$ cat config.mk
export PLATFORM = sky130hd
export DESIGN_NAME = fb_fill_arbiter
export DESIGN_NICKNAME = d
export VERILOG_FILES = /design/src/rtl/fb_fill_arbiter.sv
export SDC_FILE = /design/constraint.sdc
export NUM_CORES = 1
export LEC_CHECK = 0
export CORE_ASPECT_RATIO = 1.4
export CORE_MARGIN = 1
export CORE_UTILIZATION = 55
export DETAILED_ROUTE_END_ITERATION = 10
export PLACE_DENSITY_LB_ADDON = 0.05
export SLEW_MARGIN = 0
export SYNTH_ARGS = -nofsm -noshare
export SYNTH_HDL_FRONTEND = slang
export SYNTH_SLANG_ARGS = --single-unit
$ cat constraint.sdc
create_clock -name clk -period 4 [get_ports clk]
set_input_delay 0.8 -clock clk [delete_from_list [all_inputs] [get_ports clk]]
set_output_delay 0.8 -clock clk [all_outputs]
set_load 0.1 [all_outputs]
$ cat src/rtl/fb_fill_arbiter.sv
// Shares DPRAM port 0 between the processor pixel interface and a rectangle-fill engine.
// The processor always wins; the engine writes one pixel on every cycle the processor leaves idle.
module fb_fill_arbiter #(
    parameter int WIDTH   = 640,
    parameter int HEIGHT  = 480,
    parameter int ADDR_W  = 19,
    parameter int COORD_W = 10
) (
    input  logic               clk,
    input  logic               resetn,
    input  logic               cpu_req,
    input  logic [ADDR_W-1:0]  cpu_addr,
    input  logic               cpu_din,
    input  logic               cpu_we,
    output logic               cpu_dout,
    input  logic               cmd_start,
    output logic               cmd_ready,
    input  logic [COORD_W-1:0] cmd_x0,
    input  logic [COORD_W-1:0] cmd_x1,
    input  logic [COORD_W-1:0] cmd_y0,
    input  logic [COORD_W-1:0] cmd_y1,
    input  logic               cmd_color,
    output logic               busy,
    output logic               done,
    output logic               err,
    output logic [ADDR_W-1:0]  ram_addr,
    output logic               ram_din,
    output logic               ram_we,
    input  logic               ram_dout
);

    typedef enum logic [1:0] {IDLE, LOAD, FILL, FINISH} state_t;

    localparam logic [COORD_W-1:0] X_MAX    = COORD_W'(WIDTH - 1);
    localparam logic [COORD_W-1:0] Y_MAX    = COORD_W'(HEIGHT - 1);
    localparam logic [ADDR_W-1:0]  ROW_STEP = ADDR_W'(WIDTH);

    state_t               state_reg;
    logic [COORD_W-1:0]   x0_reg, x1_reg, y0_reg, y1_reg;
    logic                 color_reg;
    logic [COORD_W-1:0]   x_reg, y_reg;
    logic [ADDR_W-1:0]    row_base_reg;
    logic                 busy_reg, done_reg, err_reg;

    logic [COORD_W-1:0]   x1_clip, y1_clip;
    logic                 empty;
    logic [ADDR_W-1:0]    eng_addr;
    logic                 eng_wr;
    logic                 last_px;

    // Out-of-range starts are caught here too, so row_base can never exceed the frame.
    assign x1_clip  = (x1_reg > X_MAX) ? X_MAX : x1_reg;
    assign y1_clip  = (y1_reg > Y_MAX) ? Y_MAX : y1_reg;
    assign empty    = (x0_reg > x1_clip) || (y0_reg > y1_clip) ||
                      (x0_reg > X_MAX)   || (y0_reg > Y_MAX);
    assign eng_addr = row_base_reg + ADDR_W'(x_reg);
    assign eng_wr   = (state_reg == FILL) && !cpu_req;
    // x1_reg/y1_reg hold the clipped bounds once LOAD has run.
    assign last_px  = (x_reg == x1_reg) && (y_reg == y1_reg);

    always_ff @(posedge clk) begin
        if (!resetn) begin
            state_reg    <= IDLE;
            busy_reg     <= 1'b0;
            done_reg     <= 1'b0;
            err_reg      <= 1'b0;
            x_reg        <= '0;
            y_reg        <= '0;
            row_base_reg <= '0;
        end else begin
            done_reg <= 1'b0;
            case (state_reg)
                IDLE: begin
                    if (cmd_start) begin
                        x0_reg    <= cmd_x0;
                        x1_reg    <= cmd_x1;
                        y0_reg    <= cmd_y0;
                        y1_reg    <= cmd_y1;
                        color_reg <= cmd_color;
                        busy_reg  <= 1'b1;
                        err_reg   <= 1'b0;
                        state_reg <= LOAD;
                    end
                end
                LOAD: begin
                    x1_reg       <= x1_clip;
                    y1_reg       <= y1_clip;
                    x_reg        <= x0_reg;
                    y_reg        <= y0_reg;
                    row_base_reg <= ADDR_W'(y0_reg) * ROW_STEP;
                    if (empty) begin
                        err_reg   <= 1'b1;
                        done_reg  <= 1'b1;
                        state_reg <= FINISH;
                    end else begin
                        state_reg <= FILL;
                    end
                end
                FILL: begin
                    if (!cpu_req) begin
                        if (last_px) begin
                            done_reg  <= 1'b1;
                            state_reg <= FINISH;
                        end else if (x_reg == x1_reg) begin
                            x_reg        <= x0_reg;
                            y_reg        <= y_reg + COORD_W'(1);
                            row_base_reg <= row_base_reg + ROW_STEP;
                        end else begin
                            x_reg <= x_reg + COORD_W'(1);
                        end
                    end
                end
                FINISH: begin
                    busy_reg  <= 1'b0;
                    state_reg <= IDLE;
                end
                default: state_reg <= IDLE;
            endcase
        end
    end

    always_comb begin
        ram_addr = cpu_addr;
        ram_din  = cpu_din;
        ram_we   = cpu_req & cpu_we;
        if (eng_wr) begin
            ram_addr = eng_addr;
            ram_din  = color_reg;
            ram_we   = 1'b1;
        end
    end

    assign cpu_dout  = ram_dout;
    assign cmd_ready = (state_reg == IDLE);
    assign busy      = busy_reg;
    assign done      = done_reg;
    assign err       = err_reg;

endmodule

==> results of run 1 <==
-- critical path: cells and delay by family (launching register included) --
kind                     cells  cell delay, ns
AND/OR/NAND/NOR              2            0.67
AO/OA/AOI/OAI                3            0.53
flip-flops                   1            0.36
adder cells (fa/ha/maj)      1            0.33
buffers and inverters        1            0.21
XOR/XNOR                     1            0.17
-- logic make-up (layout without fill, tap and decap cells) --
| logic type | Yosys count | count (layout) | share of synthesized area |
|---|---|---|---|
| compound gates | 155 | 155 | 0.183 |
| xor+xnor | 37 | 37 | 0.0612 |
| fa+ha+maj | 47 | 47 | 0.113 |
| buf+inv | 51 | 135 | 0.0390 |
| flops | 78 | 78 | 0.373 |
| mux | 24 | 24 | 0.0480 |
| other cells | 1 | 1 | 0.000709 |
| simple gates | 206 | 206 | 0.183 |
-- stage by stage --
step	total power, mW	hold WS [ns]	setup WS [ns]
after CTS	4.40	0.493	0.621
after floorplan	2.83	0.467	-0.292
after global placement	3.37	0.477	0.971
after detailed placement	3.44	0.483	0.876
final	4.39	0.485	0.602
after global routing	4.64	0.522	0.383
-- per-layer routing --
metal | global-route usage | share of wire
met3 | 0.0442 | 0.049
met1 | 0.323 | 0.40
met4 | 0.110 | 0.022
met2 | 0.499 | 0.53
met5 | 0 | 0
-- cells in the mapped netlist (13+ instances only) --
cell / number / area [um2]
nand2_1: 73 / 274
ha_1: 46 / 576
xnor2_1: 22 / 193
a21oi_1: 55 / 275
edfxtp_1: 41 / 1230
inv_1: 20 / 75.1
o21ai_0: 27 / 135
dfxtp_1: 37 / 741
clkbuf_1: 19 / 71.3
xor2_1: 15 / 131
nor2_1: 54 / 203
mux2i_1: 13 / 130
-- power by group through the flow --
stage	Clock [mW]	Combinational, mW	Sequential [mW]
6_report	0.938	2.11	1.35
5_1_grt	0.982	2.29	1.37
4_1_cts	0.949	2.11	1.34
3_5_place_dp	0	2.08	1.35
3_3_place_gp	0	2.03	1.34
2_1_floorplan	0	1.52	1.31
-- worst paths after layout --
check / slack (ns) / cells after the start / from / end
worst max-delay path: 0.60 / 8 / x_reg[8]$_SDFFE_PN0P_ / ram_addr[16]
worst min-delay path: 0.49 / 2 / err$_SDFFE_PN0P_ / err$_SDFFE_PN0P_
worst max register to register: 0.88 / 11 / x1_reg[9]$_DFFE_PP_ / err$_SDFFE_PN0P_
worst min register to register: 0.49 / 2 / err$_SDFFE_PN0P_ / err$_SDFFE_PN0P_
-- cell usage in the layout (no fill, tap or decap), types with 10 or more instances in the layout --
master	instances
mux2_2	11
clkdlybuf4s50_1	69
dfxtp_1	37
o21ai_1	14
nor3_1	12
inv_1	20
edfxtp_1	41
buf_12	21
a211oi_1	11
a21oi_1	54
o22ai_1	10
xor2_1	15
nand2b_1	10
mux2i_1	13
o21ai_0	19
nand3_1	12
nor2_1	53
xnor2_1	22
nand4_1	10
ha_1	46
nand2_1	73
-- area by class of cell --
class                   instances  area share
clock buffers                  10      0.0335
clock inverters                 6      0.0161
inverters                      20      0.0110
multi-input cells             470       0.458
flip-flops and latches         78       0.289
well taps                     110      0.0202
repair buffers                 99       0.173
==> impl_results.md, run 1 <==
- Outcome: complete, but fails checks
- Failing checks: design-rule violations
- Fraction of layout cells with a size suffix above 1: 0.0952
- Initial antenna violation count: 0
- Slowest CP cell: nor3_1
- Critical path's largest stage delay: 0.51 ns
- CP Class: register to output port
- CP Launch Type: register
- CTS resizes: 0
- Seq/Total Area, Yosys: 0.373
- Register bit total from synthesis: 78
- Multi-input gate area: 3130 um2
- Final Skew: 0.00650 ns
- Leakage: 2.60 nW
- Cts hold-fix bufs: 0
- CTS root buf: clkbuf_16
- Final max-slew violation count: 0
- Pwr/cell area: 643 nW/um2
- Initial Utilization: 0.563
- Nets: 792
- Post-detail-place hpwl: 9.99 mm
- RSZ-0062 raised after global routing: no
- Clk buf depth: 2
- Least-Margin Pin Slew: 1.28 ns
- Clk sink count: 78
- Switching share of power: 0.430
- DR vias: 4824
- Clock Latency Late Sink: 0.34 ns
- Grt total ovfl: 0
- Post-Layout Cell Count: 793
- Register Area: 1970 um2
- Critical Path RT: 3.20 ns
- Cells after Synth: 599
- Final core occ: 0.726
- Std cell rows: 42
- DR pass1 iterations: 9
- Avg WL per Cell: 17.1 um
- CTS Buf Count: 9
- Period minus WS final: 3.40 ns
- Die area: 10000 um2
- Syn avg cell area: 8.84 um2
- Gr usage total: 0.277
- Diode count: 0
- Port buffer count: 90
- Die Wd: 84.9 um
- CTS tree: done
- Clock transition at path regs: 0.06 ns
- Syn nets: 713
- Area growth syn-to-layout: 29.0%
- Net Sw Power: 1.89 mW
- Ys async rst share: 0
- Hold/Removal Path Class: register to register
- Fin crit share: 0.849
- H-Tree Depth: 3
- Cells after DPL: 777
- Setup TNS: 0 ns
- Synthesized area: 5290 um2
- Combinational power share: 0.479
- Max_slew headroom: 0.139
- Crit-path max FO: 5
- Synth Warn #: 0
- Drt initial violations: 313
- Post-CTS Setup Bufs: 0
- Worst IR drop on VDD: 0.429 mV
- Pint: 2.50 mW
- Number of fill cells: 742
- Post-route DRC violation count: 8
- Detail Route Antenna Nets: 0
- CP Data Arrival Time: 2.60 ns
- CP Cell Sequence: ha_1 > a21o_1 > a21oi_1 > nor3_1 > nand3_1 > xor2_1 > o21ai_1 > buf_12
- Routability cong.: 0.868
- Max frequency: 294 MHz
- Sequential power share: 0.307
- Yosys cell types: 54
- Die height: 118 um
- # setup viols final: 0
- Power share of the clock group: 0.213
- Vias in the first global route: 4517
- Dominant synthesized flop cell: edfxtp_1
- Hold Vio Cnt, Final: 0
- First-pass GRT wire length: 21.8 mm
- Max capacitance violation total: 0
- Post-synth EDFFs: 41
- Setup crit end kind: output port
- Dpl cell area: 6490 um2
- Fin area: 6830 um2
- Core region area: 9410 um2
- Largest net degree at the start of global routing: 48
- DRT Wirelength: 13.6 mm
- I/O pins: 93
- Max FFs per register: 12
- Via density: 6.08
Power figures use the tool's default switching activity.
==> inputs of run 2 (changes only) <==
- CORE_UTILIZATION: 55 -> 49
- clock period: 4 -> 2.85 ns (I/O delays scaled with it)
==> run 2 against run 1 <==
- the flow now finishes without violations
- utilization decreased by 5.7 points
- highest routed layer unchanged
- global-route usage fell by 2.1 points
- total power up 37%
- die area rose by 12%
- worst hold slack better by 0.0054 ns
- non-clock buffer count increased by 9
- count of clock-buffer cells in the layout stayed put
- clock skew barely moved
- largest power group unchanged
- sequential share of layout area down 0.65 points
- via count down 0.54%
- largest cell class unchanged
- register-to-register slack worse by 0.70 ns
==> impl_results.md, run 2 (synthesis gave the netlist of run 1 again) <==
- Outcome: completed
- Leakage: 2.65 nW
- Worst IR drop on VDD: 0.486 mV
- Setup crit end kind: output port
- Final Skew: 0.00646 ns
- Detail Route Antenna Nets: 0
- Critical Path Start: x_reg[8]$_SDFFE_PN0P_
- Most common cell after layout, fill and taps aside: nand2_1
- Grt total ovfl: 0
- Max FFs per register: 12
- Post-detail-place hpwl: 10.3 mm
- Pwr/cell area: 863 nW/um2
- Hold path startpoint: err$_SDFFE_PN0P_
- CTS root buf: clkbuf_16
- Pwr Total: 6.04 mW
- Area growth syn-to-layout: 32.1%
- RR Startpoint: y0_reg[1]$_DFFE_PP_
- CP Launch Type: register
- Die Wd: 89.8 um
- DR vias: 4798
- Max capacitance violation total: 0
- Period minus WS final: 2.72 ns
- First-pass GRT wire length: 23.1 mm
- Post-route DRC violation count: 0
- Initial antenna violation count: 0
- I/O pins: 93
- Hold/Removal Path Class: register to register
- H-Tree Depth: 3
- Most frequent cells in the layout: nand2_1 (73), clkdlybuf4s50_1 (65), a21oi_1 (53), nor2_1 (49), ha_1 (45)
- Via density: 5.78
- Crit-path max FO: 3
- Final max-slew violation count: 0
- Avg WL per Cell: 16.8 um
- Least-Margin Pin Slew: 0.514 ns
- CP Cell Sequence: ha_4 > a21o_1 > a21oi_2 > buf_4 > nor2_4 > nand2_1 > xor2_2 > o21ai_2 > buf_12
- Depth of the worst register-to-register path: 9
- Critical Path RT: 2.28 ns
- DR pass1 iterations: 4
- CTS Buf Count: 9
- Cells after DPL: 813
- Routability cong.: 0.861
- Port buffer count: 90
- Die area: 11200 um2
- Vias in the first global route: 4882
- Slowest CP cell: dfxtp_1
- CP Data Arrival Time: 2.15 ns
- Critical path's largest stage delay: 0.38 ns
- Hold Vio Cnt, Final: 0
- Clock Latency Late Sink: 0.34 ns
- CP Class: register to output port
- Clock transition at path regs: 0.06 ns
- Nets: 801
- Largest net degree at the start of global routing: 45
- Initial Utilization: 0.506
- Die height: 125 um
- Dpl cell area: 6630 um2
- Drt initial violations: 310
- Fin area: 6990 um2
- Clk sink count: 78
- Clk buf depth: 2
- Hold Crit Depth: 2
- Fraction of layout cells with a size suffix above 1: 0.149
- Fin crit share: 0.956
- Max frequency: 367 MHz
- Diode count: 0
- CTS tree: done
- Max_slew headroom: 0.654
- Gr usage total: 0.256
- Post-Layout Cell Count: 830
- DRT Wirelength: 13.9 mm
- Core region area: 10500 um2
- Std cell rows: 44
- # setup viols final: 0
## run 2: cell count changes in the layout (fill, tap and decap cells not counted), moves of 4 or more
cell             before  now
nor2_1               53   49
clkdlybuf4s50_1      69   65
buf_4                 9   22
o21ai_2               0    6
o21ai_0              19   15
o21ai_1              14    9
## run 2: worst paths after layout
kind / endpoint / slack, ns
min reg2reg: err$_SDFFE_PN0P_ / 0.49
min: err$_SDFFE_PN0P_ / 0.49
max: ram_addr[13] / 0.13
max reg2reg: row_base_reg[18]$_SDFFE_PN0P_ / 0.18
## run 2: timing repair
| action | 4_1_cts | 5_1_grt |
|---|---|---|
| gates cloned | 0 | 0 |
| buffers inserted | 0 | 1 |
| gates resized for setup | 3 | 17 |
| pin swaps | 1 | 2 |
| hold buffers | 0 | 0 |
| endpoints found under the setup margin | 8 | 10 |
## run 2: area by class of cell
class	instances	area, um2
fillers	861	3470
multi-input cells	470	3270
flip-flops and latches	78	1970
repair buffers	108	1240
clock buffers	10	229
well taps	138	173
inverters	20	75.1
clock inverters	6	38.8
## run 2: critical path: cells and delay by family, from the launching register on
kind	cells	cell delay (ns)
buffers and inverters	2	0.36
DFF	1	0.38
adders and majority gates	1	0.22
and+or+nand+nor	2	0.16
AOI/OAI and AO/OA	3	0.61
xor gates and xnor gates	1	0.09
## run 2: metal layers
metal,up-vias,GRT usage,share of wire
li1,2365,-,-
met1,2264,0.293,0.41
met2,137,0.463,0.52
met3,32,0.0383,0.038
met4,0,0.124,0.030
met5,-,0,0
## run 2: report_power, final
| part | total (mW) | switching (mW) | internal, mW |
|---|---|---|---|
| logic | 3.09 | 1.89 | 1.20 |
| clock network | 1.06 | 0.470 | 0.589 |
| registers | 1.88 | 0.359 | 1.53 |
## run 2: through the flow
stage          utilization  hold slack [ns]  setup TNS [ns]  setup slack (ns)
2_1_floorplan            -            0.467           -1.02            -0.290
3_3_place_gp         0.634            0.476         -0.0340           -0.0203
3_5_place_dp         0.634            0.483          -0.230           -0.0888
4_1_cts              0.661            0.491        -0.00216          -0.00216
5_1_grt              0.669            0.525        -0.00245          -0.00245
6_report             0.669            0.491               0             0.125
